**config.mk**
```make
export PLATFORM = sky130hd
export DESIGN_NAME = cpu_run_sequencer
export DESIGN_NICKNAME = d
export VERILOG_FILES = /design/src/rtl/cpu_run_sequencer.sv
export SDC_FILE = /design/constraint.sdc
export NUM_CORES = 1
export LEC_CHECK = 0
export BUFFER_PORTS_ARGS = -buffer_cell sky130_fd_sc_hd__clkbuf_2
export CAP_MARGIN = 0
export CORE_UTILIZATION = 50
export DETAILED_ROUTE_END_ITERATION = 8
export PLACE_DENSITY = 0.77
export SLEW_MARGIN = 10
export SYNTH_ARGS = -nofsm -noshare
export SYNTH_HDL_FRONTEND = slang
export SYNTH_SLANG_ARGS = --single-unit
```
**constraint.sdc**
```tcl
create_clock -name clk_i -period 3 [get_ports clk_i]
set_clock_uncertainty 0.15 [all_clocks]
set_input_delay 0.6 -clock clk_i [delete_from_list [all_inputs] [get_ports clk_i]]
set_output_delay 0.6 -clock clk_i [all_outputs]
set_load 0.01 [all_outputs]
```
**src/rtl/cpu_run_sequencer.sv**
```systemverilog
// Run/boot controller for the CPU core: holds reset, loads the boot PC, then free-runs
// or single-steps the core, counting enabled cycles until halt, self-loop, timeout or abort.
module cpu_run_sequencer #(
   parameter int unsigned PC_WIDTH       = 32,
   parameter int unsigned RESET_CYCLES   = 20,
   parameter int unsigned CNT_WIDTH      = 32,
   parameter int unsigned TIMEOUT_CYCLES = 100000,
   parameter logic [31:0] HALT_INSTR     = 32'hFFFF_FFFF,
   parameter int unsigned LOOP_LIMIT     = 4
) (
   input  logic                 clk_i,
   input  logic                 reset_i,
   input  logic                 start_i,
   input  logic                 step_mode_i,
   input  logic                 step_i,
   input  logic                 abort_i,
   input  logic [PC_WIDTH-1:0]  boot_pc_i,
   input  logic [PC_WIDTH-1:0]  cpu_pc_i,
   input  logic [31:0]          cpu_instr_i,
   output logic                 cpu_reset_o,
   output logic                 GOE_o,
   output logic [PC_WIDTH-1:0]  PCData_o,
   output logic                 cpu_ce_o,
   output logic [CNT_WIDTH-1:0] cycle_count_o,
   output logic                 busy_o,
   output logic                 done_o,
   output logic [1:0]           status_o
);

   localparam int unsigned HW = (RESET_CYCLES > 1) ? $clog2(RESET_CYCLES) : 1;
   localparam logic [CNT_WIDTH:0] TMO_CMP = (CNT_WIDTH+1)'(TIMEOUT_CYCLES);

   typedef enum logic [2:0] {S_IDLE, S_HOLD, S_RUN, S_STEP, S_DONE} state_t;

   state_t               state_q, state_d;
   logic [HW-1:0]        hold_q, hold_d;
   logic                 mode_q, mode_d;
   logic [PC_WIDTH-1:0]  last_pc_q, last_pc_d;
   logic [31:0]          loop_q, loop_d;
   logic                 cpu_reset_q, cpu_reset_d;
   logic                 goe_q, goe_d;
   logic [PC_WIDTH-1:0]  pcdata_q, pcdata_d;
   logic                 ce_q, ce_d;
   logic [CNT_WIDTH-1:0] cnt_q, cnt_d;
   logic                 busy_q, busy_d;
   logic                 done_q, done_d;
   logic [1:0]           status_q, status_d;

   logic                 en;
   logic [CNT_WIDTH:0]   cnt_p1;
   logic [CNT_WIDTH-1:0] cnt_inc;
   logic [31:0]          loop_nx;
   logic                 hit, fin;
   logic [1:0]           hit_st, fin_st;

   always_comb begin
      state_d     = state_q;
      hold_d      = hold_q;
      mode_d      = mode_q;
      last_pc_d   = last_pc_q;
      loop_d      = loop_q;
      cpu_reset_d = cpu_reset_q;
      goe_d       = goe_q;
      pcdata_d    = pcdata_q;
      ce_d        = ce_q;
      cnt_d       = cnt_q;
      busy_d      = busy_q;
      done_d      = done_q;
      status_d    = status_q;
      fin         = 1'b0;
      fin_st      = 2'b00;

      // A core cycle only counts when the core was clocked and out of reset.
      en      = ce_q && !cpu_reset_q;
      cnt_p1  = {1'b0, cnt_q} + (CNT_WIDTH+1)'(1);
      cnt_inc = cnt_p1[CNT_WIDTH] ? cnt_q : cnt_p1[CNT_WIDTH-1:0];
      loop_nx = (loop_q != 32'd0 && cpu_pc_i == last_pc_q) ? loop_q + 32'd1 : 32'd1;

      hit    = 1'b0;
      hit_st = 2'b00;
      if (cpu_instr_i == HALT_INSTR) begin
         hit    = 1'b1;
         hit_st = 2'b01;
      end else if (LOOP_LIMIT != 0 && loop_nx >= LOOP_LIMIT) begin
         hit    = 1'b1;
         hit_st = 2'b10;
      end else if (TIMEOUT_CYCLES != 0 && cnt_p1 == TMO_CMP) begin
         hit    = 1'b1;
         hit_st = 2'b11;
      end

      case (state_q)
         S_IDLE, S_DONE: begin
            if (start_i) begin
               state_d     = S_HOLD;
               pcdata_d    = boot_pc_i;
               mode_d      = step_mode_i;
               cnt_d       = '0;
               status_d    = 2'b00;
               loop_d      = 32'd0;
               hold_d      = HW'(RESET_CYCLES - 1);
               cpu_reset_d = 1'b1;
               goe_d       = 1'b1;
               ce_d        = 1'b1;
               busy_d      = 1'b1;
               done_d      = 1'b0;
            end
         end
         S_HOLD: begin
            if (abort_i) begin
               fin    = 1'b1;
               fin_st = 2'b11;
            end else if (hold_q == '0) begin
               state_d     = mode_q ? S_STEP : S_RUN;
               cpu_reset_d = 1'b0;
               ce_d        = !mode_q;
            end else begin
               hold_d = hold_q - HW'(1);
            end
         end
         S_RUN, S_STEP: begin
            if (abort_i) begin
               fin    = 1'b1;
               fin_st = 2'b11;
            end else begin
               if (en) begin
                  cnt_d     = cnt_inc;
                  loop_d    = loop_nx;
                  last_pc_d = cpu_pc_i;
                  fin       = hit;
                  fin_st    = hit_st;
               end
               ce_d = (state_q == S_RUN) || step_i;
            end
         end
         default: state_d = S_IDLE;
      endcase

      // Completion overrides any pending step; the core stays out of reset for inspection.
      if (fin) begin
         state_d     = S_DONE;
         status_d    = fin_st;
         ce_d        = 1'b0;
         cpu_reset_d = 1'b0;
         goe_d       = 1'b1;
         busy_d      = 1'b0;
         done_d      = 1'b1;
      end
   end

   always_ff @(posedge clk_i) begin
      if (reset_i) begin
         state_q     <= S_IDLE;
         hold_q      <= '0;
         mode_q      <= 1'b0;
         last_pc_q   <= '0;
         loop_q      <= 32'd0;
         cpu_reset_q <= 1'b1;
         goe_q       <= 1'b0;
         pcdata_q    <= '0;
         ce_q        <= 1'b0;
         cnt_q       <= '0;
         busy_q      <= 1'b0;
         done_q      <= 1'b0;
         status_q    <= 2'b00;
      end else begin
         state_q     <= state_d;
         hold_q      <= hold_d;
         mode_q      <= mode_d;
         last_pc_q   <= last_pc_d;
         loop_q      <= loop_d;
         cpu_reset_q <= cpu_reset_d;
         goe_q       <= goe_d;
         pcdata_q    <= pcdata_d;
         ce_q        <= ce_d;
         cnt_q       <= cnt_d;
         busy_q      <= busy_d;
         done_q      <= done_d;
         status_q    <= status_d;
      end
   end

   assign cpu_reset_o   = cpu_reset_q;
   assign GOE_o         = goe_q;
   assign PCData_o      = pcdata_q;
   assign cpu_ce_o      = ce_q;
   assign cycle_count_o = cnt_q;
   assign busy_o        = busy_q;
   assign done_o        = done_q;
   assign status_o      = status_q;

endmodule

```
* Word level (Yosys, flattened, before mapping)
Cells that the tools add are included.
** Operators by class
- Add/subtract/negate cells :: 3
- Magnitude comparators :: 1
- Equality and inequality tests :: 18
- Mux-type cells :: 50
- Bitwise logic cells :: 2
- Reduce and logical (&&, ||, !) cells :: 27
** Operator list (count)
- two-way mux 32 bit :: 7
- one-hot mux 32 bit (2 select lines) :: 2
- adder 32 x 1 -> 33 bit, second input constant :: 1
- equality test 33 x 17 -> 1 bit, second input constant :: 1
- adder 32 x 1 -> 32 bit, second input constant :: 1
- equality test 32 bit :: 1
- equality test 32 bit, second input constant :: 1
- greater-or-equal comparator 32 x 3 -> 1 bit, second input constant :: 1
- nonzero test 32 bit :: 1
- AND reduction 4 bit :: 5
- two-way mux 1 bit :: 19
- two-way mux 2 bit :: 9
- != test 2 bit, second input constant :: 8
- two-way mux 5 bit :: 3
- two-way mux 3 bit :: 4
- one-hot mux 5 bit (2 select lines) :: 1
- AND reduction 5 bit :: 2
- != test 3 bit, second input constant :: 3
- one-hot mux 3 bit (3 select lines) :: 1
- nonzero test 2 bit :: 4
- equality test 3 x 2 -> 1 bit, second input constant :: 2
- nonzero test 3 bit :: 2
- OR reduction 2 bit :: 3
- logical NOT 5 bit :: 1
- 13 further kinds :: 18
** Word-level totals
- Bits in registers :: 144
- Input port bits :: 102
- Output and inout port bits :: 71
- Logic and storage cells :: 115

* Longest topological paths before layout
Gate-level depths: netlist (run 1).
- Depth after elaboration :: 11
- Depth in mapped cells :: 11
- Depth with buffers taken out :: 9

* Worst setup path after synthesis (run 1)
No wires, ideal clock.
- Path kind :: register -> register
- Start :: reg cnt_q[0] (netlist: cycle_count_o[0])
- End :: reg busy_q (netlist: busy_o)
- Setup time :: 116 ps
- Data arrival time :: 2636 ps
- Required time :: 2734 ps
- Slack :: 98 ps
- Stages on the path, launching flop included :: 10
- Path buffers :: 1
- Clock period less this slack :: 2902 ps
- Cell sequence :: dfxtp_1 > ha_1 > and4_1 > clkbuf_1 > nand3_1 > nor3_1 > o2111ai_1 > nor4_1 > nand3_1 > a41o_1
** On the way
- Word-level cells in the longest chain between the ends :: 9
** Ends and longest elaborated chain
- from (decl) :: line 44 : logic [CNT_WIDTH-1:0] cnt_q, cnt_d;
- from (signal assigned) :: line 176 : cnt_q <= cnt_d;
- adder 32 x 1 -> 33 bit :: line 75 : cnt_p1 = {1'b0, cnt_q} + (CNT_WIDTH+1)'(1);
- equality test 33 x 17 -> 1 bit :: line 87 : end else if (TIMEOUT_CYCLES != 0 && cnt_p1 == TMO_CMP) begin
- two-way mux 1 bit :: line 87
- two-way mux 1 bit :: line 84 : end else if (LOOP_LIMIT != 0 && loop_nx >= LOOP_LIMIT) begin
- two-way mux 1 bit :: line 81 : if (cpu_instr_i == HALT_INSTR) begin
- two-way mux 1 bit :: line 126 : if (en) begin
- two-way mux 1 bit :: line 122 : if (abort_i) begin
- one-hot mux 1 bit (2 select lines) :: line 92 : case (state_q)
- OR reduction 2 bit (no source line)
- to (signal assigned) :: line 177 : busy_q <= busy_d;
- to (decl) :: line 45 : logic busy_q, busy_d;
No other way between the ends.
A chain may end at the register's enable or synchronous reset.

* Worst setup path after layout (run 1)
- Start :: reg loop_q[11]
- End :: reg state_q[2]
** On the way
- Word-level cells in the longest chain between the ends :: 11
- Elaborated cells between the ends (all ways) :: 16
- Those cells by class :: add/sub: 1; order compare: 1; eq/ne: 4; mux: 7; reduce/logical: 3
** Ends and longest elaborated chain
- from (decl) :: line 39 : logic [31:0] loop_q, loop_d;
- from (signal assigned) :: line 171 : loop_q <= loop_d;
- parallel branches: the longest is 2 deep, another holds adder 32 x 1 -> 32 bit
- two-way mux 32 bit * :: line 77 : loop_nx = (loop_q != 32'd0 && cpu_pc_i == last_pc_q) ? loop_q + 32'd1 : 32'd1;
- greater-or-equal comparator 32 x 3 -> 1 bit * :: line 84
- two-way mux 1 bit * :: line 84
- two-way mux 1 bit * :: line 81
- two-way mux 1 bit * :: line 126
- two-way mux 1 bit * :: line 122
- one-hot mux 1 bit (2 select lines) * :: line 92
- != test 3 bit (no source line) or != test 2 bit (tied branches)
- AND reduction 4 bit (no source line)
- to (signal assigned) :: line 167 : state_q <= state_d;
- to (decl) :: line 35 : state_t state_q, state_d;
Mark *: on every way between the ends.

==> results of run 1 <==
[stage by stage]
| stage | setup WS [ps] | TNS (ps) | cells |
|---|---|---|---|
| 2_1_floorplan | 98.1 | 0 | 1073 |
| 3_3_place_gp | -194 | -1690 | 1462 |
| 3_5_place_dp | -118 | -1030 | 1462 |
| 4_1_cts | 5.21 | 0 | 1495 |
| 5_1_grt | -22.2 | -48.7 | 1498 |
| 6_report | 47.3 | 0 | 1498 |
[where the power goes]
part           internal (mW)  switching (mW)  total, mW
sequential              2.08           0.120       2.20
clock                   1.27           0.942       2.21
combinational          0.505           0.879       1.38
total                   3.85            1.94       5.79
[worst max path at each step]
stage	from	cells after the start	slack [ps]	endpoint
floorplan	cycle_count_o[0]$_SDFFE_PP0P_	9	100	busy_o$_SDFFE_PP0P_
global placement	loop_q[9]$_SDFFE_PP0P_	9	-190	state_q[2]$_SDFFE_PP0P_
detailed placement	loop_q[9]$_SDFFE_PP0P_	9	-120	state_q[2]$_SDFFE_PP0P_
CTS	loop_q[6]$_SDFFE_PP0P_	8	5	done_o$_SDFFE_PP0P_
global route	loop_q[11]$_SDFFE_PP0P_	9	-20	state_q[2]$_SDFFE_PP0P_
finish	loop_q[11]$_SDFFE_PP0P_	9	50	state_q[2]$_SDFFE_PP0P_
[cells by family (layout without fill, tap and decap cells)]
family / count (synthesis) / after routing / synth area share, %
compound gates: 258 / 258 / 19.0
simple gates: 498 / 498 / 31.4
flops: 144 / 144 / 36.2
buf+inv: 99 / 313 / 4.89
xor+xnor: 66 / 66 / 7.26
mux: 2 / 2 / 0.267
fa+ha+maj: 6 / 6 / 0.943
[state kept, by name, indices dropped and copies added, names as in the netlist, 2 cells and up]
name,flops
cycle_count_o,32
status_o,2
hold_q,5
PCData_o,32
state_q,3
loop_q,32
last_pc_q,32
[repair_timing]
| action | 4_1_cts | 5_1_grt |
|---|---|---|
| endpoints found under the setup margin | 9 | 11 |
| pin swaps | 1 | 11 |
| setup buffers | 1 | 3 |
| cloned | 0 | 1 |
| gates resized for setup | 3 | 22 |
[area by class of cell]
type | count | area (µm²)
fill | 1296 | 5150
multi-input combinational | 830 | 4780
sequential | 144 | 2890
timing repair buffer | 271 | 1640
clock buffer | 17 | 425
tap | 211 | 264
clock inverter | 15 | 183
inverter | 10 | 37.5
[routing by layer]
layer,wire length (µm),vias to the layer above,track usage [%]
met5,0,-,0
met4,538,0,10.2
met3,1500,44,6.18
met2,11500,365,49.4
met1,10300,4071,37.9
li1,-,4255,-
[worst reg2reg max path, cell delays in order, from the launching register on]
cell and delay (ps):
sky130_fd_sc_hd__dfxtp_2 320, sky130_fd_sc_hd__nand4_1 230, sky130_fd_sc_hd__or4_4 610, sky130_fd_sc_hd__or4_4 440
sky130_fd_sc_hd__a21o_1 200, sky130_fd_sc_hd__nor4_2 250, sky130_fd_sc_hd__buf_4 170, sky130_fd_sc_hd__a41o_1 220
sky130_fd_sc_hd__buf_6 140, sky130_fd_sc_hd__a311oi_2 90
[layout by cell type (no fill, tap or decap), types with 18 or more instances in the layout]
| master | synthesis | routed |
|---|---|---|
| sky130_fd_sc_hd__xor2_1 | 48 | 48 |
| sky130_fd_sc_hd__nor3_1 | 30 | 29 |
| sky130_fd_sc_hd__nand4_1 | 35 | 35 |
| sky130_fd_sc_hd__o21ai_0 | 45 | 45 |
| sky130_fd_sc_hd__or3_1 | 22 | 22 |
| sky130_fd_sc_hd__buf_4 | 1 | 96 |
| sky130_fd_sc_hd__nor2_1 | 84 | 84 |
| sky130_fd_sc_hd__nor4_1 | 28 | 26 |
| sky130_fd_sc_hd__a21oi_1 | 137 | 137 |
| sky130_fd_sc_hd__dfxtp_1 | 144 | 137 |
| sky130_fd_sc_hd__clkbuf_2 | 0 | 171 |
| sky130_fd_sc_hd__xnor2_1 | 18 | 18 |
| sky130_fd_sc_hd__nand3_1 | 34 | 33 |
| sky130_fd_sc_hd__nand2_1 | 179 | 179 |
==> results.cfg, run 1 <==
[power_and_ir_drop]
peakVddDrop_mv = 0.433
power.leakage_nw = 4.06
power_density_nw_per_um2 = 567
design_power_total_mw = 5.79

[synth]
synth_seq_area_share_pct = 36.2
synth_top_flop_cell = sky130_fd_sc_hd__dfxtp_1
syn-cell-area_um2 = 7960
syn_nets = 1181
average_cell_area_after_synthesis_um2 = 7.42
ys_types = 65
most_frequent_cells_after_synthesis = 179 x sky130_fd_sc_hd__nand2_1, 144 x sky130_fd_sc_hd__dfxtp_1, 137 x sky130_fd_sc_hd__a21oi_1
syn_inst = 1073
ys_seq_elements = 144
synth.most_common_cell = sky130_fd_sc_hd__nand2_1
synth-edff-count = 0
synth_warnings = 0
top_area_cells_in_the_synthesized_netlist = sky130_fd_sc_hd__dfxtp_1 36%, sky130_fd_sc_hd__a21oi_1 8.6%, sky130_fd_sc_hd__nand2_1 8.4%
synth_async_sr_flop_share_pct = 0
synth_top_area_share_pct = 36.2
post-synth-top-area-cell = sky130_fd_sc_hd__dfxtp_1

[floorplan]
die-height_um = 128
start_util_pct = 51.8
core_region_area_um2 = 15400
die_width_um = 128
design.portCount = 173
rows = 45
floorplan.die_area_um2 = 16400

[worst_setup_path]
cp_slowest_cell = sky130_fd_sc_hd__or4_4
worst_r2r_endpoint = state_q[2]$_SDFFE_PP0P_
critical_path_buf_inv_count = 2
reg2reg_depth = 9
critPathMaxFanout = 5
regToRegStartpoint = loop_q[11]$_SDFFE_PP0P_
path_delay_family = simple AND/OR/NAND/NOR gates
timing.critical_path.arrival_ps = 3100
critical_path.max_stage_delay_ps = 610
cell_chain_critical_path = nand4_1 > or4_4 > or4_4 > a21o_1 > nor4_2 > buf_4 > a41o_1 > buf_6 > a311oi_2
critical-path-top-cell-by-count = sky130_fd_sc_hd__or4_4
startpoint_type = flip-flop
end_kind = flip-flop
worst-r2r-setup-slack_ps = 50
cp.required_ps = 3150
timing.setup.critical_path_class = reg2reg

[placement]
placed_area_um2 = 9480
place_congestion = 0.981
dp.final_hpwl_um = 17000
number_of_input_and_output_port_buffers_inserted = 172

[sta]
fmax_mhz = 339
setup_repair_after_global_routing_missed_its_margin = yes
finalSetupViolCount = 0
hold_slack_ps = 231
finalHoldViolCount = 0
min_period_over_period_pct = 98.4
post-route-min-period_ps = 2950
slew_violations = 0
slew-limit-headroom_pct = 56.1
tightestPinTransition_ps = 652

[detailed_routing]
route.vias.total = 8735
detailedRoute.firstIterationViolations = 680
detail_route.wirelength_um = 23900
drc_errors = 0
route.detailed.vias_per_inst = 5.83
postRouteAntennaNets = 0
wire_per_inst_um = 16.0
first_pass_iters = 5

[layout]
antennaDiodeCount = 0
post_route_cell_area_um2 = 10200
post_route_cells_drive_above_1_share_pct = 26.0
layout.core_utilization_pct = 66.5
syn_to_final_growth_pct = 28.4
fin_nets = 1382

[clock_tree]
hold_buffers = 0
clkSlewWorstSetupHoldPaths_ps = 70
tritoncts_sinks = 144
root_buffer_cell = sky130_fd_sc_hd__clkbuf_16
clock_latency_ps = 430
htree_levels = 4
cts-buffers-inserted = 17
tritoncts_clock_tree = yes
clock_tree.buffer_depth = 2

[grt]
grt_ovf = 0
grt_start_max_net_pins = 53
antenna_found_initial = 0
grt_use_total_pct = 29.6
vias_in_the_first_global_route = 7985
global_route_wire_length_before_repair_um = 39000

[worst_hold_path]
min_from = boot_pc_i[3]
worstHoldPathType = in2reg
min_path_cells = 3
end_point_of_the_most_critical_hold_path = PCData_o[3]$_SDFFE_PP0P_

[flow_run]
maxCapViolations = 0

[status]
run_status = completed
Note: power is estimated with default switching activity, not from simulation.
==> run 2, diff against run 1 <==
--- a/config.mk
+++ b/config.mk
@@ -7,8 +7,10 @@
 export LEC_CHECK = 0
 export BUFFER_PORTS_ARGS = -buffer_cell sky130_fd_sc_hd__clkbuf_2
 export CAP_MARGIN = 0
+export CORE_ASPECT_RATIO = 1.25
 export CORE_UTILIZATION = 50
 export DETAILED_ROUTE_END_ITERATION = 8
+export GPL_TIMING_DRIVEN = 0
 export PLACE_DENSITY = 0.77
 export SLEW_MARGIN = 10
 export SYNTH_ARGS = -nofsm -noshare
==> results.cfg, run 2 (same netlist as run 1, synthesis figures left out) <==
[status]
run_status = finished, violations left
violated_checks = setup timing

[worst_setup_path]
end_kind = flip-flop
regToRegStartpoint = loop_q[13]$_SDFFE_PP0P_
cp.required_ps = 3140
timing.setup.critical_path_class = reg2reg
cell_chain_critical_path = buf_6 > nand4_1 > buf_4 > or4_1 > o22a_1 > a221o_1 > nor4_4 > a41o_1 > buf_6 > a311oi_1
critPathMaxFanout = 7
worst_r2r_endpoint = GOE_o$_SDFFE_PP0P_
critical_path.max_stage_delay_ps = 500
startpoint_type = flip-flop
timing.critical_path.arrival_ps = 3170
worst-r2r-setup-slack_ps = -30
reg2reg_depth = 10
cp_slowest_cell = sky130_fd_sc_hd__or4_1
critical-path-top-cell-by-count = sky130_fd_sc_hd__buf_6

[placement]
dp.final_hpwl_um = 18300
number_of_input_and_output_port_buffers_inserted = 170
place_congestion = 0.953
place.detailed.instances = 1455

[sta]
timing.setup.tns_ps = -75.8
min_period_over_period_pct = 101
setup_repair_after_global_routing_missed_its_margin = yes
tightestPinTransition_ps = 948
slew-limit-headroom_pct = 36.2
finalSetupViolCount = 4
slew_violations = 0
finalHoldViolCount = 0
final_critical_path_setup_slack_ps = -26.5
fmax_mhz = 330
hold_slack_ps = 230
post-route-min-period_ps = 3030

[worst_hold_path]
worstHoldPathType = in2reg
min_path_cells = 3
min_from = boot_pc_i[14]
end_point_of_the_most_critical_hold_path = PCData_o[14]$_SDFFE_PP0P_

[clock_tree]
clkSlewWorstSetupHoldPaths_ps = 60
clock_latency_ps = 440
tritoncts_sinks = 144
root_buffer_cell = sky130_fd_sc_hd__clkbuf_16
htree_levels = 4
clock_tree.buffer_depth = 2
tritoncts_clock_tree = yes
cts-buffers-inserted = 17

[power_and_ir_drop]
power_density_nw_per_um2 = 559
power.leakage_nw = 3.91
peakVddDrop_mv = 0.451

[detailed_routing]
postRouteAntennaNets = 0
route.vias.total = 8959
detail_route.wirelength_um = 26200
drc_errors = 0
route.detailed.vias_per_inst = 5.95
detailedRoute.firstIterationViolations = 710
first_pass_iters = 6
wire_per_inst_um = 17.4

[flow_run]
maxCapViolations = 0

[grt]
antenna_found_initial = 0
grt_use_total_pct = 32.0
global_route_wire_length_before_repair_um = 41200
grt_ovf = 0
vias_in_the_first_global_route = 8283
grt_start_max_net_pins = 17

[layout]
finalNonFillerCells = 1505
most-common-layout-cells = 181 x sky130_fd_sc_hd__clkbuf_2, 178 x sky130_fd_sc_hd__nand2_1, 136 x sky130_fd_sc_hd__a21oi_1, 126 x sky130_fd_sc_hd__dfxtp_1, 83 x sky130_fd_sc_hd__nor2_1
syn_to_final_growth_pct = 28.0
post_route_cells_drive_above_1_share_pct = 24.1
most_common_cell_after_layout_fill_and_taps_aside = sky130_fd_sc_hd__clkbuf_2
layout.core_utilization_pct = 65.5
fin_nets = 1389

[floorplan]
rows = 51
die_width_um = 115
start_util_pct = 51.1
floorplan.die_area_um2 = 16400
design.portCount = 173
core_region_area_um2 = 15600
die-height_um = 143
[run 2: changes by cell type in the layout (fill, tap and decap cells not counted), moves of 6 or more]
cell / before / now
sky130_fd_sc_hd__buf_4: 96 / 29
sky130_fd_sc_hd__buf_6: 2 / 8
sky130_fd_sc_hd__clkbuf_1: 0 / 50
sky130_fd_sc_hd__clkbuf_2: 171 / 181
sky130_fd_sc_hd__dfxtp_1: 137 / 126
sky130_fd_sc_hd__dfxtp_2: 7 / 17
[run 2: final cells by class]
type / instances / area (µm²)
clock inverters: 12 / 135
plain buffers: 79 / 382
repair buffers: 199 / 1070
inverters: 10 / 37.5
diodes: 1 / 2.50
flip-flops and latches: 144 / 2910
fillers: 1394 / 5380
multi-input cells: 830 / 4960
clock buffers: 18 / 429
well taps: 212 / 265
[run 2: worst max path at each step]
stage / endpoint / slack, ps / cells past startpoint / from
global placement: busy_o$_SDFFE_PP0P_ / -690 / 8 / cycle_count_o[0]$_SDFFE_PP0P_
detailed placement: busy_o$_SDFFE_PP0P_ / -730 / 8 / cycle_count_o[0]$_SDFFE_PP0P_
CTS: GOE_o$_SDFFE_PP0P_ / -0.4 / 9 / loop_q[2]$_SDFFE_PP0P_
global route: state_q[2]$_SDFFE_PP0P_ / -100 / 10 / loop_q[13]$_SDFFE_PP0P_
finish: GOE_o$_SDFFE_PP0P_ / -30 / 10 / loop_q[13]$_SDFFE_PP0P_
floorplan: busy_o$_SDFFE_PP0P_ / 100 / 9 / cycle_count_o[0]$_SDFFE_PP0P_
[run 2: layer usage]
layer	global-route usage (%)	wire, µm	vias up
li1	-	-	4272
met1	37.1	10100	4198
met2	54.0	13200	400
met3	7.26	1750	89
met4	18.4	1130	0
met5	0	0	-
[run 2: per-stage QoR]
stage | area, µm² | setup WS [ps] | power [mW]
after floorplan | 7960 | 98.1 | 3.09
after global placement | 9080 | -686 | 3.55
after detailed placement | 9080 | -730 | 3.59
after CTS | 10000 | -0.372 | 5.68
after global routing | 10200 | -104 | 5.97
final | 10200 | -26.5 | 5.69
[run 2: worst max-delay path, delay by kind of cell (launching register included)]
kind            cells  cell delay (ps)
buf+inv             3              470
simple gates        3             1040
compound gates      4              900
flops               1              320
[run 2: what timing repair did]
action                     in CTS  in global routing
gates cloned                    1                  0
resized for setup              73                 40
buffers inserted               12                 16
hold buffers                    0                  0
pin swaps                      13                 22
setup endpoints to repair      81                 46
[run 2: power breakdown]
part	total, mW	internal (mW)	switching (mW)
sequential	2.21	2.08	0.130
combinational	1.39	0.480	0.909
clock	2.09	1.22	0.875
